===== config.mk =====
export PLATFORM = sky130hd
export DESIGN_NAME = tlb_lookup_arbiter
export DESIGN_NICKNAME = d
export VERILOG_FILES = /design/src/rtl/tlb_lookup_arbiter_pkg.sv /design/src/rtl/tlb_lookup_arbiter_result_buffer.sv /design/src/rtl/tlb_lookup_arbiter.sv
export SDC_FILE = /design/constraint.sdc
export NUM_CORES = 1
export LEC_CHECK = 0
export ABC_CLOCK_PERIOD_IN_PS = 6800
export BUFFER_PORTS_ARGS = -buffer_cell sky130_fd_sc_hd__buf_4
export CORE_AREA = 5 5 132 134
export CTS_CLUSTER_SIZE = 25
export DETAILED_ROUTE_END_ITERATION = 7
export DIE_AREA = 0 0 137 139
export GPL_TIMING_DRIVEN = 0
export PLACE_DENSITY = 0.68
export RECOVER_POWER = 100
export SLEW_MARGIN = 20
export SYNTH_ARGS = -nofsm -noshare
export SYNTH_HDL_FRONTEND = slang
export SYNTH_SLANG_ARGS = --single-unit

===== constraint.sdc =====
create_clock -name clk -period 6.8 [get_ports clk]
set_input_delay 0 -clock clk [delete_from_list [all_inputs] [get_ports clk]]
set_output_delay 0 -clock clk [all_outputs]
set_load 0.02 [all_outputs]

===== src/rtl/tlb_lookup_arbiter_pkg.sv =====
// Shared types and constants for the TLB lookup arbiter and its per-side result buffers.
package tlb_lookup_arbiter_pkg;

  localparam int unsigned DEFAULT_PAGE_BITS = 12;

  localparam logic        true     = 1'b1;
  localparam logic        false    = 1'b0;
  localparam logic [31:0] ZeroWord = 32'h0000_0000;

  typedef enum logic [0:0] {
    IDLE = 1'b0,
    BUSY = 1'b1
  } state_e;

  typedef enum logic [0:0] {
    GRANT_INST = 1'b0,
    GRANT_DATA = 1'b1
  } grant_e;

  typedef struct packed {
    logic cat;
    logic tlbr;
    logic tlbi;
    logic tlbm;
  } tlb_flags_t;

  localparam tlb_flags_t NO_FLAGS = '0;

endpackage


===== src/rtl/tlb_lookup_arbiter_result_buffer.sv =====
// One-entry page-result buffer: holds the last translation for one MMU and answers hits
// combinationally so a stalled requester keeps seeing a stable result.
module tlb_result_buffer
  import tlb_lookup_arbiter_pkg::*;
#(
  parameter int unsigned  PAGE_BITS = DEFAULT_PAGE_BITS,
  localparam int unsigned TAG_W     = 32 - PAGE_BITS
) (
  input  logic             clk,
  input  logic             rst,
  input  logic             en,
  input  logic [31:0]      vaddr,
  input  logic             refs,
  input  logic             wr,
  input  logic [TAG_W-1:0] wr_tag,
  input  logic             wr_refs,
  input  logic [TAG_W-1:0] wr_pfn,
  input  tlb_flags_t       wr_flags,
  input  logic             clr,
  output logic             hit,
  output logic [31:0]      paddr,
  output tlb_flags_t       flags
);

  logic             valid_q;
  logic [TAG_W-1:0] tag_q;
  logic             refs_q;
  logic [TAG_W-1:0] pfn_q;
  tlb_flags_t       flags_q;

  // Entry storage; a clear always wins over a same-cycle write.
  always_ff @(posedge clk or posedge rst) begin
    if (rst) begin
      valid_q <= false;
      tag_q   <= '0;
      refs_q  <= false;
      pfn_q   <= '0;
      flags_q <= NO_FLAGS;
    end else begin
      if (clr) begin
        valid_q <= false;
      end else if (wr) begin
        valid_q <= true;
      end
      if (wr) begin
        tag_q   <= wr_tag;
        refs_q  <= wr_refs;
        pfn_q   <= wr_pfn;
        flags_q <= wr_flags;
      end
    end
  end

  // Exact tag/store-flag compare; every result field reads zero without a hit.
  always_comb begin
    hit   = en && valid_q && (tag_q == vaddr[31:PAGE_BITS]) && (refs_q == refs);
    paddr = ZeroWord;
    flags = NO_FLAGS;
    if (hit) begin
      paddr = {pfn_q, vaddr[PAGE_BITS-1:0]};
      flags = flags_q;
    end
  end

endmodule


===== src/rtl/tlb_lookup_arbiter.sv =====
// Shares one TLB lookup engine between the inst- and data-side MMUs: per-side result
// buffers serve hits, misses are sequenced round-robin onto the engine.
module tlb_lookup_arbiter
  import tlb_lookup_arbiter_pkg::*;
#(
  parameter int unsigned  PAGE_BITS = DEFAULT_PAGE_BITS,
  localparam int unsigned PFN_W     = 32 - PAGE_BITS
) (
  input  logic             clk,
  input  logic             rst,
  input  logic             i_en,
  input  logic [31:0]      i_vaddr,
  input  logic             i_refs,
  output logic             i_rdy,
  output logic [31:0]      i_paddr,
  output logic             i_cat,
  output logic             i_tlbr,
  output logic             i_tlbi,
  output logic             i_tlbm,
  input  logic             d_en,
  input  logic [31:0]      d_vaddr,
  input  logic             d_refs,
  output logic             d_rdy,
  output logic [31:0]      d_paddr,
  output logic             d_cat,
  output logic             d_tlbr,
  output logic             d_tlbi,
  output logic             d_tlbm,
  output logic             lk_start,
  output logic [31:0]      lk_vaddr,
  output logic             lk_refs,
  input  logic             lk_done,
  input  logic [PFN_W-1:0] lk_pfn,
  input  logic             lk_cat,
  input  logic             lk_tlbr,
  input  logic             lk_tlbi,
  input  logic             lk_tlbm,
  input  logic             flush
);

  state_e     state_q, state_d;
  grant_e     owner_q, last_grant_q, grant_c;
  logic       poisoned_q;
  logic       launch_c, wr_i_c, wr_d_c;
  logic       i_hit, d_hit, i_pend, d_pend;
  tlb_flags_t lk_flags, i_flags, d_flags;

  assign lk_flags = '{cat: lk_cat, tlbr: lk_tlbr, tlbi: lk_tlbi, tlbm: lk_tlbm};
  assign i_pend   = i_en && !i_hit;
  assign d_pend   = d_en && !d_hit;

  tlb_result_buffer #(.PAGE_BITS(PAGE_BITS)) u_i_buf (
    .clk(clk), .rst(rst), .en(i_en), .vaddr(i_vaddr), .refs(i_refs),
    .wr(wr_i_c), .wr_tag(lk_vaddr[31:PAGE_BITS]), .wr_refs(lk_refs), .wr_pfn(lk_pfn),
    .wr_flags(lk_flags), .clr(flush), .hit(i_hit), .paddr(i_paddr), .flags(i_flags)
  );

  tlb_result_buffer #(.PAGE_BITS(PAGE_BITS)) u_d_buf (
    .clk(clk), .rst(rst), .en(d_en), .vaddr(d_vaddr), .refs(d_refs),
    .wr(wr_d_c), .wr_tag(lk_vaddr[31:PAGE_BITS]), .wr_refs(lk_refs), .wr_pfn(lk_pfn),
    .wr_flags(lk_flags), .clr(flush), .hit(d_hit), .paddr(d_paddr), .flags(d_flags)
  );

  assign i_rdy  = i_hit;
  assign i_cat  = i_flags.cat;
  assign i_tlbr = i_flags.tlbr;
  assign i_tlbi = i_flags.tlbi;
  assign i_tlbm = i_flags.tlbm;
  assign d_rdy  = d_hit;
  assign d_cat  = d_flags.cat;
  assign d_tlbr = d_flags.tlbr;
  assign d_tlbi = d_flags.tlbi;
  assign d_tlbm = d_flags.tlbm;

  always_ff @(posedge clk or posedge rst) begin
    if (rst) begin
      state_q <= IDLE;
    end else begin
      state_q <= state_d;
    end
  end

  always_comb begin
    state_d = state_q;
    case (state_q)
      IDLE:    if (i_pend || d_pend) state_d = BUSY;
      BUSY:    if (lk_done) state_d = IDLE;
      default: state_d = IDLE;
    endcase
  end

  // Grant and buffer-write decode; a flush seen in or before the done cycle drops the result.
  always_comb begin
    launch_c = false;
    grant_c  = GRANT_INST;
    wr_i_c   = false;
    wr_d_c   = false;
    case (state_q)
      IDLE: begin
        launch_c = i_pend || d_pend;
        if (d_pend && (!i_pend || (last_grant_q == GRANT_INST))) grant_c = GRANT_DATA;
      end
      BUSY: begin
        if (lk_done && !poisoned_q && !flush) begin
          wr_i_c = (owner_q == GRANT_INST);
          wr_d_c = (owner_q == GRANT_DATA);
        end
      end
      default: ;
    endcase
  end

  always_ff @(posedge clk or posedge rst) begin
    if (rst) begin
      lk_start     <= false;
      lk_vaddr     <= ZeroWord;
      lk_refs      <= false;
      owner_q      <= GRANT_INST;
      last_grant_q <= GRANT_INST;
      poisoned_q   <= false;
    end else begin
      lk_start <= launch_c;
      if (launch_c) begin
        lk_vaddr     <= (grant_c == GRANT_DATA) ? d_vaddr : i_vaddr;
        lk_refs      <= (grant_c == GRANT_DATA) ? d_refs : i_refs;
        owner_q      <= grant_c;
        last_grant_q <= grant_c;
        poisoned_q   <= false;
      end else if ((state_q == BUSY) && flush) begin
        poisoned_q <= true;
      end
    end
  end

endmodule


Yosys cells after proc, flatten, opt, wreduce, memory -nomap -nowiden
Cells that the tools add are included.
{ "classes": {"bitwise": 2, "n_reduce_logical": 22, "n_mux": 22, "n_eq_ne": 4} }
{ "ops": {"columns": ["cell", "count"], "rows": [
  ["$mux 32", 3],
  ["$eq 20x20->1", 2],
  ["$mux 1", 16],
  ["$logic_and 1x1->1", 12],
  ["$mux 4", 2],
  ["$reduce_bool 2->1", 3],
  ["$logic_not 1->1", 5],
  ["$eq 1x1->1", 2],
  ["$logic_or 1x1->1", 2],
  ["$not 1->1", 2],
  ["$pmux 1 s2", 1]
]} }
{ "word_totals": {"out_inout_bits": 108, "input_bits": 96, "ff_bits": 129} }

Longest topological paths before layout
Gate-level depths: netlist of run 1.
{ "depth": {"depth_word": 11, "mapped_depth": 8, "ltp_nobuf": 6} }

Hierarchy
From an unflattened synthesis of run 1, not the netlist that was laid out.
{ "hier_totals": {"cells_unflattened": 642, "hier_area_um2": 7450.9} }
{ "modules_own_cells": {"columns": ["module", "n_inst", "area_each_um2", "cells_each"], "rows": [
  ["tlb_result_buffer", 2, 2516.2, 210],
  ["tlb_lookup_arbiter", 1, 2418.6, 222]
]} }

Worst setup path before layout of run 1
OpenSTA, ideal clock, no wires.
{ "synth_timing": {"path_kind": "register to output", "startpoint": "reg u_i_buf.tag_q[5]", "endpoint": "out i_paddr[25]", "arrival_ns": 1.961, "n_path_buf": 1, "required_ns": 6.800, "path_slack_ns": 4.839, "stages_incl_launch_ff": 7, "path_cell_list": "dfrtp_1 > xnor2_1 > nand4_1 > or4_4 > nor2_1 > clkbuf_1 > and2_1"} }
{ "synth_via": {"elab_chain_cells": 4} }
{ "synth_rtl": {"columns": ["element", "line_no", "rtl"], "rows": [
  ["start, declared", "tlb_lookup_arbiter_result_buffer.sv:26", "logic [TAG_W-1:0] tag_q;"],
  ["start signal, assigned", "tlb_lookup_arbiter_result_buffer.sv:46", "tag_q <= wr_tag;"],
  ["$eq 20x20->1", "tlb_lookup_arbiter_result_buffer.sv:56", "hit = en && valid_q && (tag_q == vaddr[31:PAGE_BITS]) && (refs_q == refs);"],
  ["$logic_and 1x1->1 (2 in series)", "tlb_lookup_arbiter_result_buffer.sv:56", null],
  ["net i_rdy", "tlb_lookup_arbiter.sv:14", "output logic i_rdy,"],
  ["$mux 32", "tlb_lookup_arbiter_result_buffer.sv:59", "if (hit) begin"],
  ["end, declared", "tlb_lookup_arbiter.sv:15", "output logic [31:0] i_paddr,"]
]} }
The timed path passes the listed nets, and every way through them passes these cells.

Worst setup path after layout of run 1
{ "layout_timing": {"startpoint": "reg u_d_buf.tag_q[15]", "endpoint": "reg lk_vaddr[14]"} }
{ "layout_via": {"elab_chain_cells": 9} }
{ "layout_rtl": {"columns": ["element", "line_no", "rtl"], "rows": [
  ["start, declared", "tlb_lookup_arbiter_result_buffer.sv:26", null],
  ["start signal, assigned", "tlb_lookup_arbiter_result_buffer.sv:46", null],
  ["$eq 20x20->1 (*)", "tlb_lookup_arbiter_result_buffer.sv:56", null],
  ["$logic_and 1x1->1 (*) (2 in series)", "tlb_lookup_arbiter_result_buffer.sv:56", null],
  ["$logic_not 1->1 (*)", "tlb_lookup_arbiter.sv:50", "assign d_pend = d_en && !d_hit;"],
  ["$logic_and 1x1->1 (*)", "tlb_lookup_arbiter.sv:50", null],
  ["$logic_and 1x1->1", "tlb_lookup_arbiter.sv:101", "if (d_pend && (!i_pend || (last_grant_q == GRANT_INST))) grant_c = GRANT_DATA;"],
  ["$mux 1", "tlb_lookup_arbiter.sv:101", null],
  ["$mux 1", "tlb_lookup_arbiter.sv:98", "case (state_q)"],
  ["$mux 32", "tlb_lookup_arbiter.sv:124", "lk_vaddr <= (grant_c == GRANT_DATA) ? d_vaddr : i_vaddr;"],
  ["end signal, assigned", "tlb_lookup_arbiter.sv:116", "lk_vaddr <= ZeroWord;"],
  ["end signal, assigned", "tlb_lookup_arbiter.sv:124", null],
  ["end, declared", "tlb_lookup_arbiter.sv:30", "output logic [31:0] lk_vaddr,"]
]} }
Every way passes the cells marked *; elsewhere a longest branch is shown, timed or not.
A chain may end at the register's enable or synchronous reset.

==> flow_metrics.env, run 1 <==
export IMPL_cts_resized=0
export IMPL_die_x_um=137
export IMPL_p_per_area_nw_per_um2=331
export IMPL_syn_num_nets=649
export IMPL_coreArea_um2=16200
export IMPL_overflow=0
export IMPL_ir_drop_mv=0.200
export IMPL_synthTopCellsByArea="dfrtp_1 52%, mux2_2 16%, and2_1 7.3%"
export IMPL_failed_checks="max-capacitance violations, max-slew violations"
export IMPL_hp_class="primary input to flop"
export IMPL_clk_path_buf_depth=2
export IMPL_relSlewSlack=-0.449
export IMPL_yosysTopAreaCellShare=0.516
export IMPL_dp_hpwl_um=15500
export IMPL_area_growth_pct=50.7
export IMPL_antenna_found_initial=0
export IMPL_yosysSeqAreaShare=0.516
export IMPL_synthCells=553
export IMPL_nets=965
export IMPL_drtPass1Iterations=6
export IMPL_clock_sinks=129
export IMPL_cts_max_level=4
export IMPL_num_vias=5748
export IMPL_synth_avg_cell_area_um2=11.3
export IMPL_hold_end="state_q"
export IMPL_io_pins=204
export IMPL_grt_pass1_vias=6310
export IMPL_clkLatencyLatePin_ns=0.41
export IMPL_fmax_ghz=0.268
export IMPL_tightest_slew_ns=2.16
export IMPL_reg2regPathDepth=9
export IMPL_drc=0
export IMPL_start_kind="flop"
export IMPL_yosysTopAreaCell="dfrtp_1"
export IMPL_ys_async_sr_fraction=1.00
export IMPL_critical_path_peak_fanout=10
export IMPL_crit_arrival_ns=4.07
export IMPL_startpoint="u_d_buf.tag_q[15]"
export IMPL_post_drt_wl_per_cell_um=19.5
export IMPL_setup_viol=0
export IMPL_rows=47
export IMPL_drt_antenna_violating_nets=0
export IMPL_drt_iter0_markers=292
export IMPL_grt_pass1_wl_um=33600
export IMPL_fin_skew_ns=0.0129
export IMPL_r2r_start="u_d_buf.tag_q[15]"
export IMPL_portBuffers=203
export IMPL_r2r_setup_slack_ns=3.07
export IMPL_reg2reg_to="lk_vaddr[14]"
export IMPL_initial_core_util=0.387
export IMPL_synth_edf_count=0
export IMPL_syn_cell_area_um2=6260
export IMPL_ys_ff_latch=129
export IMPL_rsz0062_at_grt="false"
export IMPL_outcome="finished, violations left"
export IMPL_globalplace_congestion=0.896
export IMPL_min_path_cells=4
export IMPL_finalCriticalPeriod_ns=3.73
export IMPL_maxCapViolCount=1
export IMPL_grt_use_total=0.228
export IMPL_synth_warnings=0
export IMPL_worstPathRequired_ns=7.14
export IMPL_cts_tree="built"
export IMPL_cts_buffers=17
export IMPL_grt_start_max_net_pins=85
export IMPL_path_class="flop to flop"
export IMPL_finalSetupTns_ns=0
export IMPL_die_h_um=139
export IMPL_yosys_top_cells_count="129 x dfrtp_1, 90 x mux2_2, 73 x and2_1, 34 x nand3_1"
export IMPL_holdWs_ns=0.0946
export IMPL_end_kind="flop"
export IMPL_routed_wl_um=21500
export IMPL_timing_final_crit_share=0.549
export IMPL_postLayoutCellArea_um2=9430
export IMPL_place_area_um2=8090
export IMPL_power_w=0.00312
export IMPL_finalHoldViolations=0
export IMPL_via_per_inst=5.22
export IMPL_ys_types=31
export IMPL_clk_pin_slew_ns=0.06
export IMPL_drive_gt1_frac=0.327
export IMPL_synth_ff_type="dfrtp_1"
export IMPL_synth_most_common_cell="dfrtp_1"
export IMPL_hp_start="i_en"
export IMPL_clock_root_buffer="clkbuf_16"
export IMPL_die_area_um2=19000
export IMPL_p_leak_nw=3.98
export IMPL_antennaDiodeCount=0
export IMPL_drv_slew=46
cell usage in the layout (no fill, tap or decap), drive strengths merged, types with 6 or more instances in the layout:
cell type      n
nand4         12
buf          162
inv            7
nor3          33
nor4           6
dfrtp        129
o21ai         35
a31oi         33
xnor2         22
clkbuf       102
xor2          20
and2          73
dlygate4sd3   93
nand3         34
mux2          90
cell type report:
cell class / instances / area, um2
fill: 1384 / 6740
sequential: 129 / 3230
multi-input combinational: 378 / 2810
timing repair buffer: 297 / 2300
clock buffer: 20 / 457
tap: 220 / 275
buffer: 40 / 178
clock inverter: 12 / 156
inverter: 6 / 23.8
flip-flops by register name (all words and copies together) (netlist names):
register / flops
u_i_buf.flags_q: 4
state_q: 1
u_i_buf.valid_q: 1
u_d_buf.valid_q: 1
u_i_buf.pfn_q: 20
u_d_buf.refs_q: 1
u_d_buf.tag_q: 20
u_d_buf.pfn_q: 20
u_i_buf.refs_q: 1
last_grant_q: 1
u_d_buf.flags_q: 4
lk_start: 1
poisoned_q: 1
lk_vaddr: 32
lk_refs: 1
u_i_buf.tag_q: 20
critical path, cell delays in order, from the launching register on:
cell	delay (ns)
dfrtp_1	0.40
xor2_1	0.21
nor4_1	0.36
nand4_1	0.28
o21ai_0	0.84
nand2b_1	0.10
clkbuf_1	0.27
clkbuf_1	0.38
a31oi_1	0.25
dlygate4sd3_1	0.58
kinds of logic after synthesis:
| logic type | count (synthesis) | share of synthesized area |
|---|---|---|
| AND/OR/NAND/NOR | 169 | 0.155 |
| flip-flops | 129 | 0.516 |
| multiplexers | 90 | 0.162 |
| AO/OA/AOI/OAI | 77 | 0.0746 |
| buffers and inverters | 46 | 0.0336 |
| XOR/XNOR | 42 | 0.0588 |
worst max-delay path by stage:
stage | endpoint | depth (start not counted)
floorplan | last_grant_q | 1
global placement | u_d_buf.pfn_q[14] | 2
detailed placement | d_paddr[8] | 8
CTS | d_paddr[8] | 8
global route | lk_vaddr[14] | 9
finish | lk_vaddr[14] | 9
through the flow:
stage | worst slack, ns | utilization | cells
after floorplan | 3.36 | - | 553
after global placement | 1.94 | 0.498 | 976
after detailed placement | 3.90 | 0.500 | 977
after CTS | 3.44 | 0.596 | 1102
after global routing | 2.89 | 0.583 | 1102
final | 3.07 | 0.583 | 1102
routing by layer:
layer | routed length [um] | global-route usage | up-vias | part of all wire
met2 | 10800 | 0.380 | 246 | 0.50
met1 | 8590 | 0.276 | 2855 | 0.40
met5 | 0 | 0 | - | 0
met3 | 1320 | 0.0493 | 51 | 0.061
li1 | - | - | 2596 | -
met4 | 824 | 0.113 | 0 | 0.038
where the power goes:
group | switching [W] | total [W] | internal, W
clock | 0.000341 | 0.000938 | 0.000597
sequential | 0.000210 | 0.00130 | 0.00109
combinational | 0.000411 | 0.000884 | 0.000472
total | 0.000962 | 0.00312 | 0.00216
timing repair:
action | CTS | global route
hold endpoints to repair | 183 | 0
buffers inserted | 0 | 0
hold buffers | 93 | 0
Power figures use the tool's default switching activity.
==> inputs of run 2 (changes only) <==
ABC_CLOCK_PERIOD_IN_PS = 3450   (was 6800)
clock period = 3.45 ns   (was 6.8 ns; I/O delays follow)
==> run 2 against run 1 <==
Utilization barely moved. Worst setup slack lost 2.9 ns. Largest power group unchanged. Register-to-register slack got worse by 2.9 ns. Die area unchanged. The flow still finishes with violations (max-capacitance violations, max-slew violations).
==> flow_metrics.env, run 2 (synthesis gave the netlist of run 1 again) <==
export IMPL_setup_viol=0
export IMPL_drt_antenna_violating_nets=0
export IMPL_drtPass1Iterations=6
export IMPL_final_common_cell="buf_4"
export IMPL_cts_setup_buffers=0
export IMPL_antenna_found_initial=0
export IMPL_dp_hpwl_um=15500
export IMPL_rows=47
export IMPL_clkLatencyLatePin_ns=0.42
export IMPL_finalCriticalPeriod_ns=3.25
export IMPL_failed_checks="max-capacitance violations, max-slew violations"
export IMPL_critPathBufInv=3
export IMPL_dp_cells=977
export IMPL_globalplace_congestion=0.896
export IMPL_relSlewSlack=-0.384
export IMPL_routed_wl_um=21500
export IMPL_fin_skew_ns=0.0207
export IMPL_fmax_ghz=0.308
export IMPL_grt_pass1_wl_um=33600
export IMPL_worstPathRequired_ns=3.80
export IMPL_num_vias=5775
export IMPL_ir_drop_mv=0.397
export IMPL_io_pins=204
export IMPL_p_per_area_nw_per_um2=653
export IMPL_cts_buffers=17
export IMPL_drv_slew=47
export IMPL_start_kind="flop"
export IMPL_coreArea_um2=16200
export IMPL_grt_util_met2=0.380
export IMPL_area_growth_pct=50.6
export IMPL_slowest_delay_ns=0.58
export IMPL_postLayoutCellArea_um2=9430
export IMPL_end_kind="flop"
export IMPL_drc=0
export IMPL_drive_gt1_frac=0.337
export IMPL_cts_max_level=4
export IMPL_clock_sinks=129
export IMPL_grtUsageMet1=0.276
export IMPL_grt_most_used_layer="met2"
export IMPL_maxCapViolCount=1
export IMPL_outcome="finished, violations left"
export IMPL_clock_root_buffer="clkbuf_16"
export IMPL_grt_pass1_vias=6310
export IMPL_die_area_um2=19000
export IMPL_die_h_um=139
export IMPL_finalHoldViolations=0
export IMPL_gr_usage_met3=0.0493
export IMPL_timing_final_crit_share=0.941
export IMPL_nets=965
export IMPL_antennaDiodeCount=0
export IMPL_cts_tree="built"
export IMPL_largest_reg_flops=32
export IMPL_crit_arrival_ns=3.60
export IMPL_initial_core_util=0.387
export IMPL_crit_family="buffers and inverters"
export IMPL_regMostFlops="lk_vaddr"
export IMPL_drt_iter0_markers=320
export IMPL_fin_cells=1102
export IMPL_die_x_um=137
export IMPL_mostFrequentLayoutCells="153 x buf_4, 129 x dfrtp_1, 93 x dlygate4sd3_1"
export IMPL_tightest_slew_ns=2.06
export IMPL_critical_path_peak_fanout=10
export IMPL_hp_class="primary input to flop"
export IMPL_grt_start_max_net_pins=85
export IMPL_cp_cell_sequence="xor2_1 -> nor4_1 -> nand4_1 -> o21ai_2 -> nand2b_1 -> clkbuf_2 -> clkbuf_1 -> a31oi_1 -> dlygate4sd3_1"
export IMPL_grt_use_total=0.228
export IMPL_slowest_stage="dlygate4sd3_1"
export IMPL_rsz0062_at_grt="false"
export IMPL_clk_path_buf_depth=2
export IMPL_place_area_um2=8090
export IMPL_p_leak_nw=4.00
export IMPL_clk_pin_slew_ns=0.05
export IMPL_fin_util=0.583
export IMPL_via_per_inst=5.24
export IMPL_portBuffers=203
export IMPL_post_drt_wl_per_cell_um=19.5
export IMPL_path_class="flop to flop"
export IMPL_overflow=0
==> run 2: cell types whose count changed in the layout (fill, tap and decap cells not counted), sizes merged <==
cell / change
clkbuf: +3
buf: -3
==> run 2: tightest hold or removal path: stages <==
cell and delay, ns:
buf_4 0.12, inv_1 0.07, o22ai_1 0.13, o21a_1 0.13
==> run 2: cell type report <==
cell class / count / area, um2
flip-flops and latches: 129 / 3230
inverters: 6 / 23.8
clock buffers: 20 / 457
plain buffers: 40 / 179
clock inverters: 12 / 156
repair buffers: 297 / 2290
multi-input cells: 378 / 2820
fillers: 1386 / 6750
well taps: 220 / 275
==> run 2: per-stage QoR <==
stage                     worst slack [ns]  setup TNS, ns  hold slack [ns]  total power (W)
after global placement               -1.41        -180.53            0.240          0.00409
after global routing                0.0306              0            0.118          0.00645
final                                0.204              0           0.0909          0.00615
after floorplan                    0.00901              0            0.107          0.00354
after CTS                           0.0903              0           0.0669          0.00625
after detailed placement             0.552              0           0.0110          0.00419
==> run 2: final timing paths <==
path                                          from            endpoint  slack [ns]  cells past startpoint
worst max register to register      u_d_buf.refs_q        lk_vaddr[14]        0.20                      9
worst min register to register  u_i_buf.flags_q[3]  u_i_buf.flags_q[3]        0.50                      1
max in group asynchronous                      rst         lk_vaddr[7]        0.75                      4
worst max-delay path                u_d_buf.refs_q        lk_vaddr[14]        0.20                      9
worst min-delay path                          i_en             state_q        0.09                      4
min in group asynchronous                      rst    u_d_buf.tag_q[0]        0.68                      3
==> run 2: layer usage <==
layer,up-vias,routed length [um]
met2,246,10900
met5,-,0
met1,2886,8520
li1,2595,-
met3,48,1340
met4,0,777
==> run 2: power breakdown <==
| group | switching, W | total, W | internal [W] |
|---|---|---|---|
| Clock | 0.000674 | 0.00185 | 0.00118 |
| Sequential | 0.000412 | 0.00256 | 0.00215 |
| Combinational | 0.000814 | 0.00174 | 0.000928 |
==> run 2: repair_timing <==
action | CTS | global route
endpoints found under the setup margin | 0 | 10
hold endpoints to repair | 183 | 0
gates resized for setup | 0 | 2
hold buffers | 93 | 0
==> inputs of run 3 (changes only) <==
CTS_BUF_LIST = sky130_fd_sc_hd__clkbuf_8   (was default)
MAX_ROUTING_LAYER = met4   (was default)
==> run 3 against run 2 <==
The flow now finishes without violations. Final area is 1.8% lower. Sequential power hardly changed. Final cell count stayed put. Non-clock buffer count stayed put. Flip-flop and latch count stayed put. Largest power group unchanged.
==> flow_metrics.env, run 3 (synthesis gave the netlist of run 1 again) <==
export IMPL_rows=47
export IMPL_post_drt_wl_per_cell_um=19.6
export IMPL_overflow=0
export IMPL_initial_core_util=0.387
export IMPL_critPathBufInv=2
export IMPL_drt_iter0_markers=389
export IMPL_grt_pass1_wl_um=33500
export IMPL_grt_start_max_net_pins=99
export IMPL_fmax_ghz=0.306
export IMPL_clock_root_buffer="clkbuf_8"
export IMPL_die_x_um=137
export IMPL_routed_wl_um=21600
export IMPL_p_per_area_nw_per_um2=611
export IMPL_outcome="finished, final reports clean"
export IMPL_crit_family="buffers and inverters"
export IMPL_clock_sinks=129
export IMPL_die_h_um=139
export IMPL_drt_antenna_violating_nets=0
export IMPL_clk_path_buf_depth=2
export IMPL_worstPathRequired_ns=3.83
export IMPL_regMostFlops="lk_vaddr"
export IMPL_portBuffers=203
export IMPL_ir_drop_mv=0.271
export IMPL_end_kind="flop"
export IMPL_start_kind="flop"
export IMPL_setup_viol=0
export IMPL_drc=0
export IMPL_cts_max_level=4
export IMPL_clkLatencyLatePin_ns=0.44
export IMPL_grt_pass1_vias=6255
export IMPL_crit_arrival_ns=3.65
export IMPL_cts_setup_buffers=0
export IMPL_drive_gt1_frac=0.344
export IMPL_drv_slew=0
export IMPL_relSlewSlack=0.0206
export IMPL_nets=965
export IMPL_antennaDiodeCount=0
export IMPL_drtPass1Iterations=5
export IMPL_slowest_delay_ns=0.56
export IMPL_tightest_slew_ns=1.46
export IMPL_num_vias=5753
export IMPL_cts_buffers=17
export IMPL_path_class="flop to flop"
export IMPL_holdWs_ns=0.0372
export IMPL_rsz0062_at_grt="false"
export IMPL_die_area_um2=19000
export IMPL_via_per_inst=5.22
export IMPL_hp_class="primary input to flop"
export IMPL_final_common_cell="buf_4"
export IMPL_maxCapViolCount=0
export IMPL_area_growth_pct=47.9
export IMPL_largest_reg_flops=32
export IMPL_dp_cells=977
export IMPL_slowest_stage="dlygate4sd3_1"
export IMPL_grt_use_total=0.233
export IMPL_setup_ws_ns=0.181
export IMPL_timing_final_crit_share=0.947
export IMPL_antenna_found_initial=0
export IMPL_clk_pin_slew_ns=0.08
export IMPL_mostFrequentLayoutCells="159 x buf_4, 129 x dfrtp_1, 93 x dlygate4sd3_1"
export IMPL_multi_input_area_um2=2820
export IMPL_dp_slack_ns=0.564
export IMPL_fin_skew_ns=0.0120
export IMPL_seq_area_um2=3230
export IMPL_cp_cell_sequence="xor2_1 -> nor4_1 -> nand4_1 -> o21ai_2 -> clkbuf_1 -> o21ai_0 -> a31oi_1 -> dlygate4sd3_1"
export IMPL_globalplace_congestion=0.911
export IMPL_fin_cells=1102
export IMPL_coreArea_um2=16200
export IMPL_finalCriticalPeriod_ns=3.27
export IMPL_finalHoldViolations=0
export IMPL_p_leak_nw=3.94
export IMPL_cts_tree="built"
export IMPL_power_w=0.00566
export IMPL_dp_hpwl_um=15300
export IMPL_io_pins=204
export IMPL_critical_path_peak_fanout=10
export IMPL_fill_cells=1390
run 3: changes by cell type in the layout (fill, tap and decap cells not counted), moves of 3 or more:
cell and change:
buf_4 +6, clkbuf_16 -17, clkbuf_2 -3, clkbuf_1 -5, clkbuf_8 +17
run 3: path summary, 6_finish.rpt:
kind	startpoint	to	slack, ns	depth (start not counted)
worst max-delay path	u_d_buf.tag_q[12]	lk_vaddr[9]	0.18	8
worst min-delay path	d_en	state_q	0.04	4
worst max register to register	u_d_buf.tag_q[12]	lk_vaddr[9]	0.18	8
worst min register to register	poisoned_q	poisoned_q	0.50	2
max in group asynchronous	rst	u_i_buf.pfn_q[0]	0.98	4
min in group asynchronous	rst	u_d_buf.tag_q[0]	0.44	3
run 3: where the power goes:
| part | internal, W | switching [W] |
|---|---|---|
| combinational | 0.000929 | 0.000803 |
| clock | 0.000753 | 0.000621 |
| sequential | 0.00214 | 0.000409 |
run 3: through the flow:
step	util	setup TNS, ns	cell area, um2
2_1_floorplan	-	0	6260
5_1_grt	0.572	0	9250
6_report	0.572	0	9250
3_5_place_dp	0.500	0	8090
3_3_place_gp	0.498	-182.96	8060
4_1_cts	0.584	0	9440
run 3: area by class of cell:
cell class,count,share of cell area
inverters,6,0.00257
flip-flops and latches,129,0.349
multi-input cells,378,0.305
clock buffers,19,0.0283
clock inverters,13,0.0173
well taps,220,0.0297
repair buffers,297,0.249
plain buffers,40,0.0193
run 3: tightest hold or removal path, delay by kind of cell:
kind / cells / cell delay [ns]
buf+inv: 2 / 0.15
compound gates: 2 / 0.29
run 3: routing by layer:
layer / routed length (um) / vias up / GRT usage
li1: - / 2595 / -
met3: 1320 / 56 / 0.0385
met5: 0 / - / -
met1: 8500 / 2861 / 0.286
met4: 684 / 0 / 0.0987
met2: 11100 / 241 / 0.380
run 3: repair_timing:
item,4_1_cts,5_1_grt
resized for setup,0,2
setup endpoints to repair,0,10
hold buffers,93,0
hold endpoints to repair,214,0
